## src/rtl/serial_adder_subtracter_if.sv

```systemverilog
// Handshake and operand/result bundle between the control unit and the
// digit-serial adder/subtracter. WIDTH must match the attached block.
interface serial_adder_subtracter_if #(
  parameter int WIDTH = 32
);
  logic             start;
  logic [2:0]       cmd;
  logic [WIDTH-1:0] a;
  logic [WIDTH-1:0] b;
  logic             ready;
  logic             done;
  logic [WIDTH-1:0] result;
  logic             carryout;
  logic             overflow;
  logic             zero;

  // Control unit side: issues requests, observes results.
  modport master (
    output start, cmd, a, b,
    input  ready, done, result, carryout, overflow, zero
  );

  // Arithmetic block side.
  modport slave (
    input  start, cmd, a, b,
    output ready, done, result, carryout, overflow, zero
  );
endinterface

```

## src/rtl/serial_adder_subtracter.sv

```systemverilog
// Digit-serial ADD/SUB/SLT unit. Consumes DIGIT bits per clock over
// WIDTH/DIGIT cycles, keeping the carry in a register between digits.
// Optional build macro: ADDSUB_ACCUM_EN -- cmd[2]=1 takes operand A from the
// result register instead of port a, allowing chained sums.
module serial_adder_subtracter #(
  parameter int WIDTH = 32,
  parameter int DIGIT = 8
) (
  input logic                      clk,
  input logic                      reset,
  serial_adder_subtracter_if.slave bus
);

  localparam int N  = WIDTH / DIGIT;
  localparam int CW = (N > 1) ? $clog2(N) : 1;
  localparam int SH = WIDTH - DIGIT;

  if (WIDTH < 2 || DIGIT < 1 || (WIDTH % DIGIT) != 0) begin : g_bad_param
    $error("serial_adder_subtracter: WIDTH must be >= 2 and a multiple of DIGIT");
  end

  typedef enum logic [1:0] {
    IDLE = 2'd0,
    BUSY = 2'd1,
    DONE = 2'd2
  } state_e;

  state_e state_q, state_d;

  // Operand and working registers
  logic [WIDTH-1:0] a_q, b_q, sum_q, sum_d;
  logic             carry_q;
  logic             slt_q;
  logic             nz_q, nz_d;
  logic [CW-1:0]    cnt_q;

  // Architectural outputs
  logic [WIDTH-1:0] result_q;
  logic             carryout_q, overflow_q, zero_q;

  // Command decode and operand-A source
  logic             sub_cmd, slt_cmd, accept, last;
  logic [WIDTH-1:0] a_src;

  assign sub_cmd = bus.cmd[0];
`ifdef ADDSUB_ACCUM_EN
  assign slt_cmd = (bus.cmd[1:0] == 2'b11);
  assign a_src   = bus.cmd[2] ? result_q : bus.a;
`else
  assign slt_cmd = (bus.cmd == 3'b011);
  assign a_src   = bus.a;
`endif

  assign accept = bus.start && bus.ready;
  assign last   = (cnt_q == CW'(N - 1));

  // One digit of the adder: low DIGIT bits of the shifting operands plus carry
  logic [DIGIT-1:0] a_dig, b_dig, s_dig;
  logic [DIGIT:0]   s_ext;
  logic             cout, cin_msb, ovf, slt_bit;

  assign a_dig   = a_q[DIGIT-1:0];
  assign b_dig   = b_q[DIGIT-1:0];
  assign s_ext   = {1'b0, a_dig} + {1'b0, b_dig} + {{DIGIT{1'b0}}, carry_q};
  assign s_dig   = s_ext[DIGIT-1:0];
  assign cout    = s_ext[DIGIT];
  // Carry into the top bit of this digit, recovered from the sum bit itself.
  assign cin_msb = s_dig[DIGIT-1] ^ a_dig[DIGIT-1] ^ b_dig[DIGIT-1];
  assign ovf     = cin_msb ^ cout;
  assign slt_bit = s_dig[DIGIT-1] ^ ovf;
  // Completed digits enter at the top and move down, so after N digits the
  // working register holds the full sum in place.
  assign sum_d   = (sum_q >> DIGIT) | (WIDTH'(s_dig) << SH);
  assign nz_d    = nz_q | (|s_dig);

  // State register
  always_ff @(posedge clk) begin
    // NOTE: all clocked state uses non-blocking assignments so every register
    // samples pre-edge values regardless of block ordering.
    if (reset) state_q <= IDLE;
    else       state_q <= state_d;
  end

  // Next-state logic
  always_comb begin
    // NOTE: default first so no path through the case leaves state_d
    // unassigned, which would infer a latch.
    state_d = state_q;
    unique case (state_q)
      IDLE:    if (bus.start) state_d = BUSY;
      BUSY:    if (last)      state_d = DONE;
      DONE:    state_d = bus.start ? BUSY : IDLE;
      default: state_d = IDLE;
    endcase
  end

  // Handshake outputs decoded from state
  always_comb begin
    bus.ready = (state_q != BUSY);
    bus.done  = (state_q == DONE);
  end

  // Operand capture and digit shifting
  always_ff @(posedge clk) begin
    // NOTE: these are pure datapath registers, always loaded on accept before
    // they are read, so they carry no reset.
    if (accept) begin
      a_q   <= a_src;
      b_q   <= bus.b ^ {WIDTH{sub_cmd}};
      sum_q <= '0;
    end else if (state_q == BUSY) begin
      a_q   <= a_q >> DIGIT;
      b_q   <= b_q >> DIGIT;
      sum_q <= sum_d;
    end
  end

  // Carry, digit counter and zero accumulator
  always_ff @(posedge clk) begin
    if (reset) begin
      carry_q <= 1'b0;
      cnt_q   <= '0;
      nz_q    <= 1'b0;
      slt_q   <= 1'b0;
    end else if (accept) begin
      carry_q <= sub_cmd;
      cnt_q   <= '0;
      nz_q    <= 1'b0;
      slt_q   <= slt_cmd;
    end else if (state_q == BUSY) begin
      carry_q <= cout;
      cnt_q   <= last ? '0 : cnt_q + CW'(1);
      nz_q    <= nz_d;
    end
  end

  // Result and flags, updated only on the edge that finishes the last digit
  always_ff @(posedge clk) begin
    if (reset) begin
      result_q   <= '0;
      carryout_q <= 1'b0;
      overflow_q <= 1'b0;
      zero_q     <= 1'b0;
    end else if (state_q == BUSY && last) begin
      if (slt_q) begin
        result_q   <= WIDTH'(slt_bit);
        carryout_q <= 1'b0;
        overflow_q <= 1'b0;
        zero_q     <= ~slt_bit;
      end else begin
        result_q   <= sum_d;
        carryout_q <= cout;
        overflow_q <= ovf;
        zero_q     <= ~nz_d;
      end
    end
  end

  assign bus.result   = result_q;
  assign bus.carryout = carryout_q;
  assign bus.overflow = overflow_q;
  assign bus.zero     = zero_q;

endmodule
```

## src/flat_wrapper.sv

```systemverilog
// flat-port wrapper written by rule: the top's interface ports become plain ports
module serial_adder_subtracter_flat 
#(
  parameter int WIDTH = 32,
  parameter int DIGIT = 8
)
  (clk, reset, bus_start, bus_cmd, bus_a, bus_b, bus_ready, bus_done, bus_result, bus_carryout, bus_overflow, bus_zero);
  serial_adder_subtracter_if #(.WIDTH(WIDTH)) bus_i ();
  input logic clk;
  input logic reset;
  input wire logic [$bits(bus_i.start)-1:0] bus_start;
  input wire logic [$bits(bus_i.cmd)-1:0] bus_cmd;
  input wire logic [$bits(bus_i.a)-1:0] bus_a;
  input wire logic [$bits(bus_i.b)-1:0] bus_b;
  output wire logic [$bits(bus_i.ready)-1:0] bus_ready;
  output wire logic [$bits(bus_i.done)-1:0] bus_done;
  output wire logic [$bits(bus_i.result)-1:0] bus_result;
  output wire logic [$bits(bus_i.carryout)-1:0] bus_carryout;
  output wire logic [$bits(bus_i.overflow)-1:0] bus_overflow;
  output wire logic [$bits(bus_i.zero)-1:0] bus_zero;
  assign bus_i.start = bus_start;
  assign bus_i.cmd = bus_cmd;
  assign bus_i.a = bus_a;
  assign bus_i.b = bus_b;
  assign bus_ready = bus_i.ready;
  assign bus_done = bus_i.done;
  assign bus_result = bus_i.result;
  assign bus_carryout = bus_i.carryout;
  assign bus_overflow = bus_i.overflow;
  assign bus_zero = bus_i.zero;
  serial_adder_subtracter #(.WIDTH(WIDTH), .DIGIT(DIGIT)) u_core (.clk(clk), .reset(reset), .bus(bus_i));
endmodule
```

## config.mk

```make
export PLATFORM = sky130hd
export DESIGN_NAME = serial_adder_subtracter_flat
export DESIGN_NICKNAME = d
export VERILOG_FILES = /design/src/rtl/serial_adder_subtracter_if.sv /design/src/rtl/serial_adder_subtracter.sv /design/src/flat_wrapper.sv
export SDC_FILE = /design/constraint.sdc
export NUM_CORES = 1
export LEC_CHECK = 0
export BUFFER_PORTS_ARGS = -buffer_cell sky130_fd_sc_hd__buf_2
export CAP_MARGIN = 20
export CORE_MARGIN = 1
export CORE_UTILIZATION = 50
export DETAILED_ROUTE_END_ITERATION = 16
export GPL_ROUTABILITY_DRIVEN = 0
export PLACE_DENSITY_LB_ADDON = 0.1
export SLEW_MARGIN = 20
export SYNTH_ARGS = -nofsm -noshare
export SYNTH_HDL_FRONTEND = slang
export SYNTH_SLANG_ARGS = --single-unit
```

## constraint.sdc

```tcl
create_clock -name clk -period 2.7 [get_ports clk]
set_input_delay 0.405 -clock clk [delete_from_list [all_inputs] [get_ports clk]]
set_output_delay 0.405 -clock clk [all_outputs]
set_load 0.02 [all_outputs]
```

==> metrics.md, run 1 <==
| Metric | Value |
|---|---|
| Wire per inst | `14.5 um` |
| RSZ-0062 raised after global routing | `no` |
| CP Cell Sequence | `fa_2 -> fa_2 -> a211oi_4 -> nor2_1 -> xor2_1 -> or4_4 -> nor4_4 -> o31a_1` |
| DP Area | `about 6400 um^2` |
| Slowest cell on crit path | `or4_4` |
| Post-route cell area | `just under 7000 um^2` |
| Overall die height | `~110 um` |
| Setup CP Type | `register to register` |
| Crit path largest cell delay | `around 440 ps` |
| Post-route ant nets | `0` |
| Ranking of synthesized cells by area | `edfxtp_1 (34%), dfxtp_1 (23%), xnor2_1 (5.4%)` |
| Final Hold Fails | `0` |
| Share of layout cells above drive strength 1 | `0.257` |
| CTS clock-pin slew for the worst setup and hold paths | `around 60 ps` |
| Syn Area/Cell | `between 10 and 15 um^2` |
| Worst ir drop on vdd | `between 0.0005 and 0.0006 V` |
| Setup crit start kind | `register` |
| Vias | `around 4,000` |
| Synth area leader | `edfxtp_1` |
| Vias in the first global route | `~3,700` |
| Starting density of the core | `0.518` |
| Hold WS | `around 170 ps` |
| Minimum clock period | `between 2000 and 3000 ps` |
| Most frequent cells in the layout | `buf_2 (106), nand2_1 (75), dfxtp_1 (66)` |
| First-pass GRT wire length | `around 18,000 um` |
| Worst Path Max Fanout | `3` |
| Hold buffers post-CTS | `0` |
| Overall routing resource usage | `0.208` |
| Post-synthesis register bit count | `130` |
| Nets | `roughly 700` |
| Remaining Overflow, GRT | `0` |
| Port buffer count | `about 110` |
| Non-filler instance count after layout | `roughly 790` |
| Synth Cell Area | `5640 um^2` |
| Comb pwr share | `0.154` |
| Drt drc | `0` |
| Antenna fix cells | `0` |
| Synth cell types | `40` |
| Setup TNS | `0 ps` |
| Final-report max-slew violation count | `0` |
| IO Pins | `around 110` |
| Clock Latency Late Sink | `~520 ps` |
| H-Tree Depth | `4` |
| Die ar. | `about 12,000 um^2` |
| Final Util | `0.633` |
| Setup violators final | `0` |
| Clock Path Buffers | `2` |
| Area Growth Syn to Fin | `22.3%` |
| Slew headroom | `0.508` |
| Placed insts | `758` |
| Int Power | `3.88 mW` |
| Worst Hold Class | `input pin to register` |
| Final period utilization | `0.948` |
| Hpwl dp | `about 8000 um` |
| Drt via density | `5.12` |
| Num CTS Buffers | `17` |
| P_sw | `about 1.3 mW` |
| Sequential group share of total power | `0.463` |
| Net Count, Synth | `between 600 and 700` |
| Clock Power Share | `0.383` |
| CP Data Arrival Time | `approximately 3000 ps` |
| Crit-path most repeated cell | `fa_2` |
| Row count | `38` |
| Synth top area share | `0.341` |
| Die X | `108 um` |
| Antenna violations before repair | `1` |
| Sequential area share after synthesis | `0.575` |
| Commonest non-fill, non-tap cell in the layout | `buf_2` |
| TritonCTS clock tree | `done` |
| WL final | `around 11,000 um` |
| Post-CTS Setup Bufs | `0` |
| Leakage | `roughly 2.9 nW` |
| Largest net degree at the start of global routing | `38` |
| DRT iter0 DRCs | `approximately 230` |
| Skew final | `roughly 11 ps` |
| YS warnings | `0` |
| Fmax | `391 MHz` |
| Core area | `10,900 um^2` |
| Pwr Density | `749 nW/um^2` |
| Drt pass-1 iters | `5` |
| Clock Sinks | `130` |
| Sw Ratio | `0.248` |
| Worst-margin pin slew | `approximately 740 ps` |
| Run status | `finished, final reports clean` |
| Synth Instances | `around 530` |
| Total of max-cap violations | `0` |
| Worst EP required | `approximately 3200 ps` |
| Setup crit end kind | `register` |
| CTS Root Buffer Type | `clkbuf_8` |
[worst paths after layout]
kind / from / to / slack (ps) / depth (start not counted)
worst min register to register: u_core.sum_q[15] / u_core.sum_q[15] / 450 / 2
worst max-delay path: u_core.b_q[0] / u_core.bus.zero / 140 / 8
worst min-delay path: bus_a[10] / u_core.a_q[10] / 170 / 2
worst max register to register: u_core.b_q[0] / u_core.bus.zero / 140 / 8
[cell usage after synthesis]
library cell,instances
a31oi_1,1
a21oi_2,1
dfxtp_1,66
inv_1,2
xor2_1,4
xnor2_1,35
o31ai_2,1
a21oi_4,1
or4_4,1
a211oi_2,2
a211oi_1,2
nor3b_1,25
o21a_1,1
o31a_1,1
inv_2,3
o211ai_1,2
nand2_1,78
xnor2_2,1
buf_1,7
a22oi_1,5
nor2_1,54
buf_2,2
mux2_1,24
nand2_8,1
and2_1,1
o41ai_2,1
o21ai_1,26
ha_1,8
nor4_2,1
nand3_1,27
or3b_1,1
a21oi_1,34
and3_1,8
clkbuf_2,1
fa_1,2
nor2b_1,2
clkbuf_1,28
nor3_1,7
edfxtp_1,64
nand3b_1,2
[repair_timing]
action                                  in CTS  in global routing
endpoints found under the setup margin       2                  3
pin swaps                                    1                  2
gates resized for setup                      3                  2
[flip-flops by register name, summed over array words and instances (netlist names), 2 cells and up]
name               count
u_core.sum_q          24
u_core.bus.result     32
u_core.b_q            32
u_core.cnt_q           2
u_core.a_q            32
u_core.state_q         2
[metrics by stage]
| step | setup WS, ps | power (mW) |
|---|---|---|
| after floorplan | 72.8 | 2.95 |
| after global placement | 6.88 | 3.18 |
| after detailed placement | -53.9 | 3.20 |
| after CTS | 18.8 | 5.19 |
| after global routing | 19.0 | 5.39 |
| final | 140 | 5.16 |
[cell type report]
cell class	instances	area (um^2)
clock buffer	29	509
fill	882	3990
inverter	5	18.8
multi-input combinational	360	2280
sequential	130	3240
tap	140	175
timing repair buffer	123	671
[power groups by stage]
stage          Sequential (mW)  Clock (mW)  Combinational, mW
2_1_floorplan             2.39           0              0.552
3_3_place_gp              2.43           0              0.749
3_5_place_dp              2.43           0              0.768
4_1_cts                   2.39        2.01              0.786
5_1_grt                   2.41        2.10              0.875
6_report                  2.39        1.98              0.794
[critical path: cells and delay by family, from the launching register on]
| family | cells | cell delay [ps] |
|---|---|---|
| AOI/OAI and AO/OA | 2 | 390 |
| DFF | 1 | 410 |
| and+or+nand+nor | 3 | 760 |
| adders and majority gates | 2 | 790 |
| xor gates and xnor gates | 1 | 150 |
[routing by layer]
layer / track usage / up-vias / share of wire
li1: - / 2050 / -
met1: 0.277 / 1862 / 0.48
met2: 0.305 / 109 / 0.44
met3: 0.0784 / 7 / 0.068
met4: 0.0832 / 2 / 0.0060
met5: 0 / - / 0.0011
[cells by family after synthesis]
logic type,Yosys count,share of synthesized area
buffers and inverters,43,0.0293
multiplexers,24,0.0480
AND/OR/NAND/NOR,208,0.176
AO/OA/AOI/OAI,78,0.0833
flip-flops,130,0.575
XOR/XNOR,40,0.0635
adder cells (fa/ha/maj),10,0.0249
(Power assumes the default switching activity.)
==> run 2, diff against run 1 <==
- PLACE_DENSITY: unset -> 0.72
- PLACE_DENSITY_LB_ADDON: 0.1 -> unset
==> metrics.md, run 2 (same netlist as run 1, synthesis figures left out) <==
| Metric | Value |
|---|---|
| WL final | `11,400 um (about the same)` |
| Largest net degree at the start of global routing | `47 (+24%)` |
| Final Hold Fails | `0 (unchanged)` |
| Overall die height | `108 um (unchanged)` |
| Minimum clock period | `2620 ps (+57.2 ps)` |
| Drt drc | `0 (unchanged)` |
| Die ar. | `11,700 um^2 (unchanged)` |
| Worst EP required | `3160 ps (about the same)` |
| Total power | `5.32 mW (+3.1%)` |
| Hpwl dp | `7690 um (-3.3%)` |
| Seq. cell area | `3240 um^2 (unchanged)` |
| Area Growth Syn to Fin | `23.0%` |
| Int Power | `4.02 mW (+3.6%)` |
| CP Data Arrival Time | `3080 ps (+50 ps)` |
| CTS Root Buffer Type | `clkbuf_8` |
| Pwr Density | `768 nW/um^2 (+2.5%)` |
| DP Area | `6340 um^2 (-0.24%)` |
| Worst Path Max Fanout | `3 (unchanged)` |
| Leakage | `2.90 nW (+0.83%)` |
| Remaining Overflow, GRT | `0 (unchanged)` |
| Run status | `finished, final reports clean` |
| Drt pass-1 iters | `5 (unchanged)` |
| DRT iter0 DRCs | `253 (+9.5%)` |
| Vias in the first global route | `3,915 (+5.1%)` |
| Port buffer count | `106 (unchanged)` |
| Placed insts | `756 (-0.26%)` |
| Nets | `715 (-0.28%)` |
| Core area | `10,900 um^2 (unchanged)` |
| Post-CTS Setup Bufs | `0 (unchanged)` |
| Vias | `4,098 (+1.7%)` |
| First-pass GRT wire length | `18,500 um (+1.9%)` |
| Non-filler instance count after layout | `788 (+0.13%)` |
| Wire per inst | `14.5 um (-0.19%)` |
| Clock Path Buffers | `2 (unchanged)` |
| Worst Hold Class | `input pin to register` |
| Worst-margin pin slew | `787 ps (+50.1 ps)` |
| H-Tree Depth | `4 (unchanged)` |
| RSZ-0062 raised after global routing | `no` |
| Share of layout cells above drive strength 1 | `0.262 (+0.00578)` |
| Total of max-cap violations | `0 (unchanged)` |
| Overall routing resource usage | `0.211 (+0.00252)` |
| Multi-input logic area | `2260 um^2 (-0.66%)` |
| IO Pins | `107 (unchanged)` |
| Antenna violations before repair | `0 (-1)` |
| Sequential group share of total power | `0.449 (-0.014)` |
| Num CTS Buffers | `17 (unchanged)` |
| Most frequent cells in the layout | `buf_2 (106), nand2_1 (75), dfxtp_1 (66)` |
| Starting density of the core | `0.518 (unchanged)` |
| Setup violators final | `0 (unchanged)` |
| P_sw | `1.30 mW (+1.5%)` |
| Clock Power Share | `0.403 (+0.020)` |
| Final-report max-slew violation count | `0 (unchanged)` |
| Final period utilization | `0.969 (+0.0212)` |
| Drt via density | `5.20 (+1.6%)` |
| Clock Latency Late Sink | `520 ps (about the same)` |
| Setup CP Type | `register to register` |
| Worst ir drop on vdd | `0.000452 V (-14%)` |
| TritonCTS clock tree | `done` |
| Slew headroom | `0.475 (-0.0327)` |
| Post-route cell area | `6930 um^2 (+0.54%)` |
| Hold WS | `163 ps (-8.84 ps)` |
| CTS clock-pin slew for the worst setup and hold paths | `60 ps (about the same)` |
| Final Util | `0.637 (+0.00345)` |
| Setup crit end kind | `register` |
| Row count | `38 (unchanged)` |
| Comb pwr share | `0.148 (-0.006)` |
| Die X | `108 um (unchanged)` |
| Antenna fix cells | `0 (unchanged)` |
| Commonest non-fill, non-tap cell in the layout | `buf_2` |
| Fmax | `382 MHz (-2.2%)` |
| Sw Ratio | `0.244 (-0.00374)` |
| Setup crit start kind | `register` |
| Clock Sinks | `130 (unchanged)` |
| Post-route ant nets | `0 (unchanged)` |
| Skew final | `8.35 ps (-2.98 ps)` |
| Fillers | `881 (-0.11%)` |
[run 2: metrics by stage]
stage | setup WS (ps) | setup TNS, ps
final | 82.7 | 0
after global routing | 5.38 | 0
after CTS | 35.1 | 0
after detailed placement | -44.1 | -70.1
after global placement | 5.85 | 0
after floorplan | 72.8 | 0
[run 2: final cells by class]
class	instances	area share
Multi-Input combinational cell	360	0.326
Clock inverter	2	0.00181
Clock buffer	30	0.0814
Tap cell	140	0.0253
Inverter	5	0.00271
Timing Repair Buffer	121	0.0946
Sequential cell	130	0.468
[run 2: final timing paths]
kind,startpoint,end,slack [ps],depth (start not counted)
max reg2reg,u_core.b_q[0],u_core.bus.zero,80,8
min,bus_a[20],u_core.a_q[20],160,2
min reg2reg,u_core.sum_q[10],u_core.sum_q[10],450,2
max,u_core.b_q[0],u_core.bus.zero,80,8
[run 2: timing repair]
action / 4_1_cts / 5_1_grt
endpoints found under the hold margin: 0 / 0
gates resized for setup: 2 / 1
hold buffers: 0 / 0
pin swaps: 1 / 1
endpoints found under the setup margin: 2 / 3
[run 2: metal layers]
| layer | track usage | vias up | part of all wire | routed length, um |
|---|---|---|---|---|
| met5 | 0 | - | 0 | 0 |
| met4 | 0.0793 | 0 | 0.013 | 145 |
| met3 | 0.0862 | 14 | 0.072 | 821 |
| met2 | 0.327 | 136 | 0.47 | 5390 |
| met1 | 0.262 | 1903 | 0.44 | 5050 |
| li1 | - | 2045 | - | - |
[run 2: critical path, stage by stage (launching register included)]
cell and delay [ps]:
edfxtp_1 400, fa_2 410, fa_2 450, a211oi_4 260
nor2_1 90, xor2_1 150, or4_4 430, nor4_2 230
o31a_1 150
[run 2: power groups by stage]
stage | combinational [mW] | clock [mW] | sequential [mW]
final | 0.785 | 2.15 | 2.39
after global routing | 0.863 | 2.28 | 2.41
after CTS | 0.777 | 2.19 | 2.39
after detailed placement | 0.764 | 0 | 2.43
after global placement | 0.743 | 0 | 2.42
after floorplan | 0.552 | 0 | 2.39
==> run 3, diff against run 2 <==
- CORE_UTILIZATION: 50 -> 52
- CTS_BUF_LIST: unset -> sky130_fd_sc_hd__clkbuf_8
- PLACE_DENSITY: 0.72 -> 0.75
- SKIP_LAST_GASP: unset -> 1
==> metrics.md, run 3 (same netlist as run 1, synthesis figures left out) <==
| Metric | Value |
|---|---|
| Run status | `finished, final reports clean` |
| Leakage | `2.82 nW (-2.9%)` |
| Area Growth Syn to Fin | `19.6%` |
| Fillers | `813 (-7.7%)` |
| Wire per inst | `14.3 um (-1.1%)` |
| Port buffer count | `106 (unchanged)` |
| Critical R2R Capture | `u_core.bus.zero` |
| Antenna fix cells | `0 (unchanged)` |
| Vias | `4,099 (+0.024%)` |
| TritonCTS clock tree | `done` |
| Fmax | `388 MHz (+1.6%)` |
| Slowest cell on crit path | `or4_4` |
| DRT iter0 DRCs | `262 (+3.6%)` |
| Vias in the first global route | `3,773 (-3.6%)` |
| Core area | `10,400 um^2 (-4.3%)` |
| Setup CP Type | `register to register` |
| First-pass GRT wire length | `18,200 um (-1.6%)` |
| Overall routing resource usage | `0.208 (-0.00303)` |
| Final Util | `0.647 (+0.0102)` |
| Drt drc | `0 (unchanged)` |
| Hold path depth | `2 (unchanged)` |
| CP Data Arrival Time | `2950 ps (-130 ps)` |
| Slew headroom | `0.494 (+0.0182)` |
| CTS Root Buffer Type | `clkbuf_8` |
| Buf/Inv on CP | `0 (unchanged)` |
| Post-CTS Setup Bufs | `0 (unchanged)` |
| Row count | `37 (-2.6%)` |
| CP Launch Point | `u_core.b_q[0]` |
| Clock Path Buffers | `2 (unchanged)` |
| Reg-to-reg setup timing slack | `120 ps (+40 ps)` |
| Most frequent cells in the layout | `buf_2 (106), nand2_1 (75), dfxtp_1 (66)` |
| Worst-margin pin slew | `760 ps (-27.3 ps)` |
| Remaining Overflow, GRT | `0 (unchanged)` |
| CP delay by family, top | `adder cells` |
| Total power | `4.81 mW (-9.6%)` |
| Final Hold Fails | `0 (unchanged)` |
| Pwr Density | `714 nW/um^2 (-7.0%)` |
| H-Tree Depth | `4 (unchanged)` |
| Crit-path most repeated cell | `fa_2` |
| CP Cell Sequence | `fa_2 -> fa_2 -> a211oi_4 -> nor2_1 -> xor2_1 -> or4_4 -> nor4_2 -> o31a_1` |
| Clock Latency Late Sink | `430 ps (-90 ps)` |
| Num CTS Buffers | `17 (unchanged)` |
| Seq. cell area | `3240 um^2 (unchanged)` |
| Overall die height | `106 um (-1.9%)` |
| Worst Hold Class | `input pin to register` |
| R2R cell count | `8 (unchanged)` |
| Worst Path Max Fanout | `3 (unchanged)` |
| Nets | `714 (-0.14%)` |
| Worst reg2reg startpoint | `u_core.b_q[0]` |
| Drt pass-1 iters | `7 (+2)` |
| Skew final | `14.3 ps (+5.97 ps)` |
| Share of layout cells above drive strength 1 | `0.267 (+0.00504)` |
| Starting density of the core | `0.541 (+0.0234)` |
| Die ar. | `11,300 um^2 (-3.8%)` |
| Post-route cell area | `6740 um^2 (-2.8%)` |
| Met3 wire length | `883 um (+7.6%)` |
| Largest net degree at the start of global routing | `45 (-4.3%)` |
| Worst EP required | `3080 ps (-80 ps)` |
| DP Area | `6330 um^2 (-0.20%)` |
| Multi-input logic area | `2260 um^2 (unchanged)` |
| Hold buffers post-CTS | `0 (unchanged)` |
| Setup crit end | `u_core.bus.zero` |
| Setup crit start kind | `register` |
| Setup crit end kind | `register` |
| IO Pins | `107 (unchanged)` |
| Post-route ant nets | `0 (unchanged)` |
| WL final | `11,200 um (-1.7%)` |
| Antenna violations before repair | `0 (unchanged)` |
| Crit path largest cell delay | `440 ps (about the same)` |
| Worst path depth | `8 (unchanged)` |
| Total of max-cap violations | `0 (unchanged)` |
| Setup violators final | `0 (unchanged)` |
| Met1 wire length | `4970 um (-1.5%)` |
| Minimum clock period | `2580 ps (-41.3 ps)` |
| Met2 wire len | `5140 um (-4.7%)` |
| Clock Sinks | `130 (unchanged)` |
| Die X | `106 um (-1.9%)` |
| Drt via density | `5.23 (+0.66%)` |
| Hpwl dp | `7740 um (+0.67%)` |
| RSZ-0062 raised after global routing | `no` |
| CTS clock-pin slew for the worst setup and hold paths | `90 ps (+30 ps)` |
| Final-report max-slew violation count | `0 (unchanged)` |
| Final period utilization | `0.954 (-0.0153)` |
| Worst ir drop on vdd | `0.000387 V (-14%)` |
| Max layer used | `met4` |
| Commonest non-fill, non-tap cell in the layout | `buf_2` |
## run 3: changes by cell type in the layout (fill, tap and decap cells not counted), sizes merged
cell	before	now
buf	121	120
bufinv	0	1
clkbuf	30	17
clkinv	1	2
inv	5	16
## run 3: how the worst min path moves through the flow
stage | startpoint | end | slack [ps]
floorplan | u_core.sum_q[18] | u_core.sum_q[10] | 430
global placement | u_core.sum_q[9] | u_core.sum_q[9] | 440
detailed placement | u_core.sum_q[10] | u_core.sum_q[10] | 440
CTS | bus_a[19] | u_core.a_q[19] | 240
global route | bus_a[17] | u_core.a_q[17] | 240
finish | bus_a[21] | u_core.a_q[21] | 260
## run 3: through the flow
stage               worst slack [ps]  hold slack [ps]  setup TNS, ps  cells
floorplan                       72.8              426              0    533
global placement                5.49              437              0    751
detailed placement             -51.9              444          -89.2    751
CTS                             35.1              238              0    783
global route                    18.9              237              0    783
finish                           124              262              0    783
## run 3: layout make-up
class | instances | share of cell area
multi-input cells | 360 | 0.336
clock buffers | 17 | 0.0347
flip-flops and latches | 130 | 0.481
repair buffers | 120 | 0.0962
inverters | 5 | 0.00279
clock inverters | 15 | 0.0240
well taps | 136 | 0.0253
## run 3: repair_timing
| item | in CTS | in global routing |
|---|---|---|
| gates resized for setup | 2 | 1 |
| setup endpoints to repair | 3 | 3 |
| gates cloned | 0 | 0 |
| pin swaps | 1 | 1 |
## run 3: report_power, final
| group | leakage (nW) | switching [mW] | internal, mW |
|---|---|---|---|
| Sequential | 1.19 | 0.0980 | 2.29 |
| Clock | 0.203 | 0.866 | 0.773 |
| Combinational | 1.42 | 0.440 | 0.346 |
## run 3: metal layers
metal	up-vias	global-route usage
met3	17	0.0681
met4	0	0.0794
met2	148	0.316
met5	-	0
met1	1885	0.274
li1	2049	-
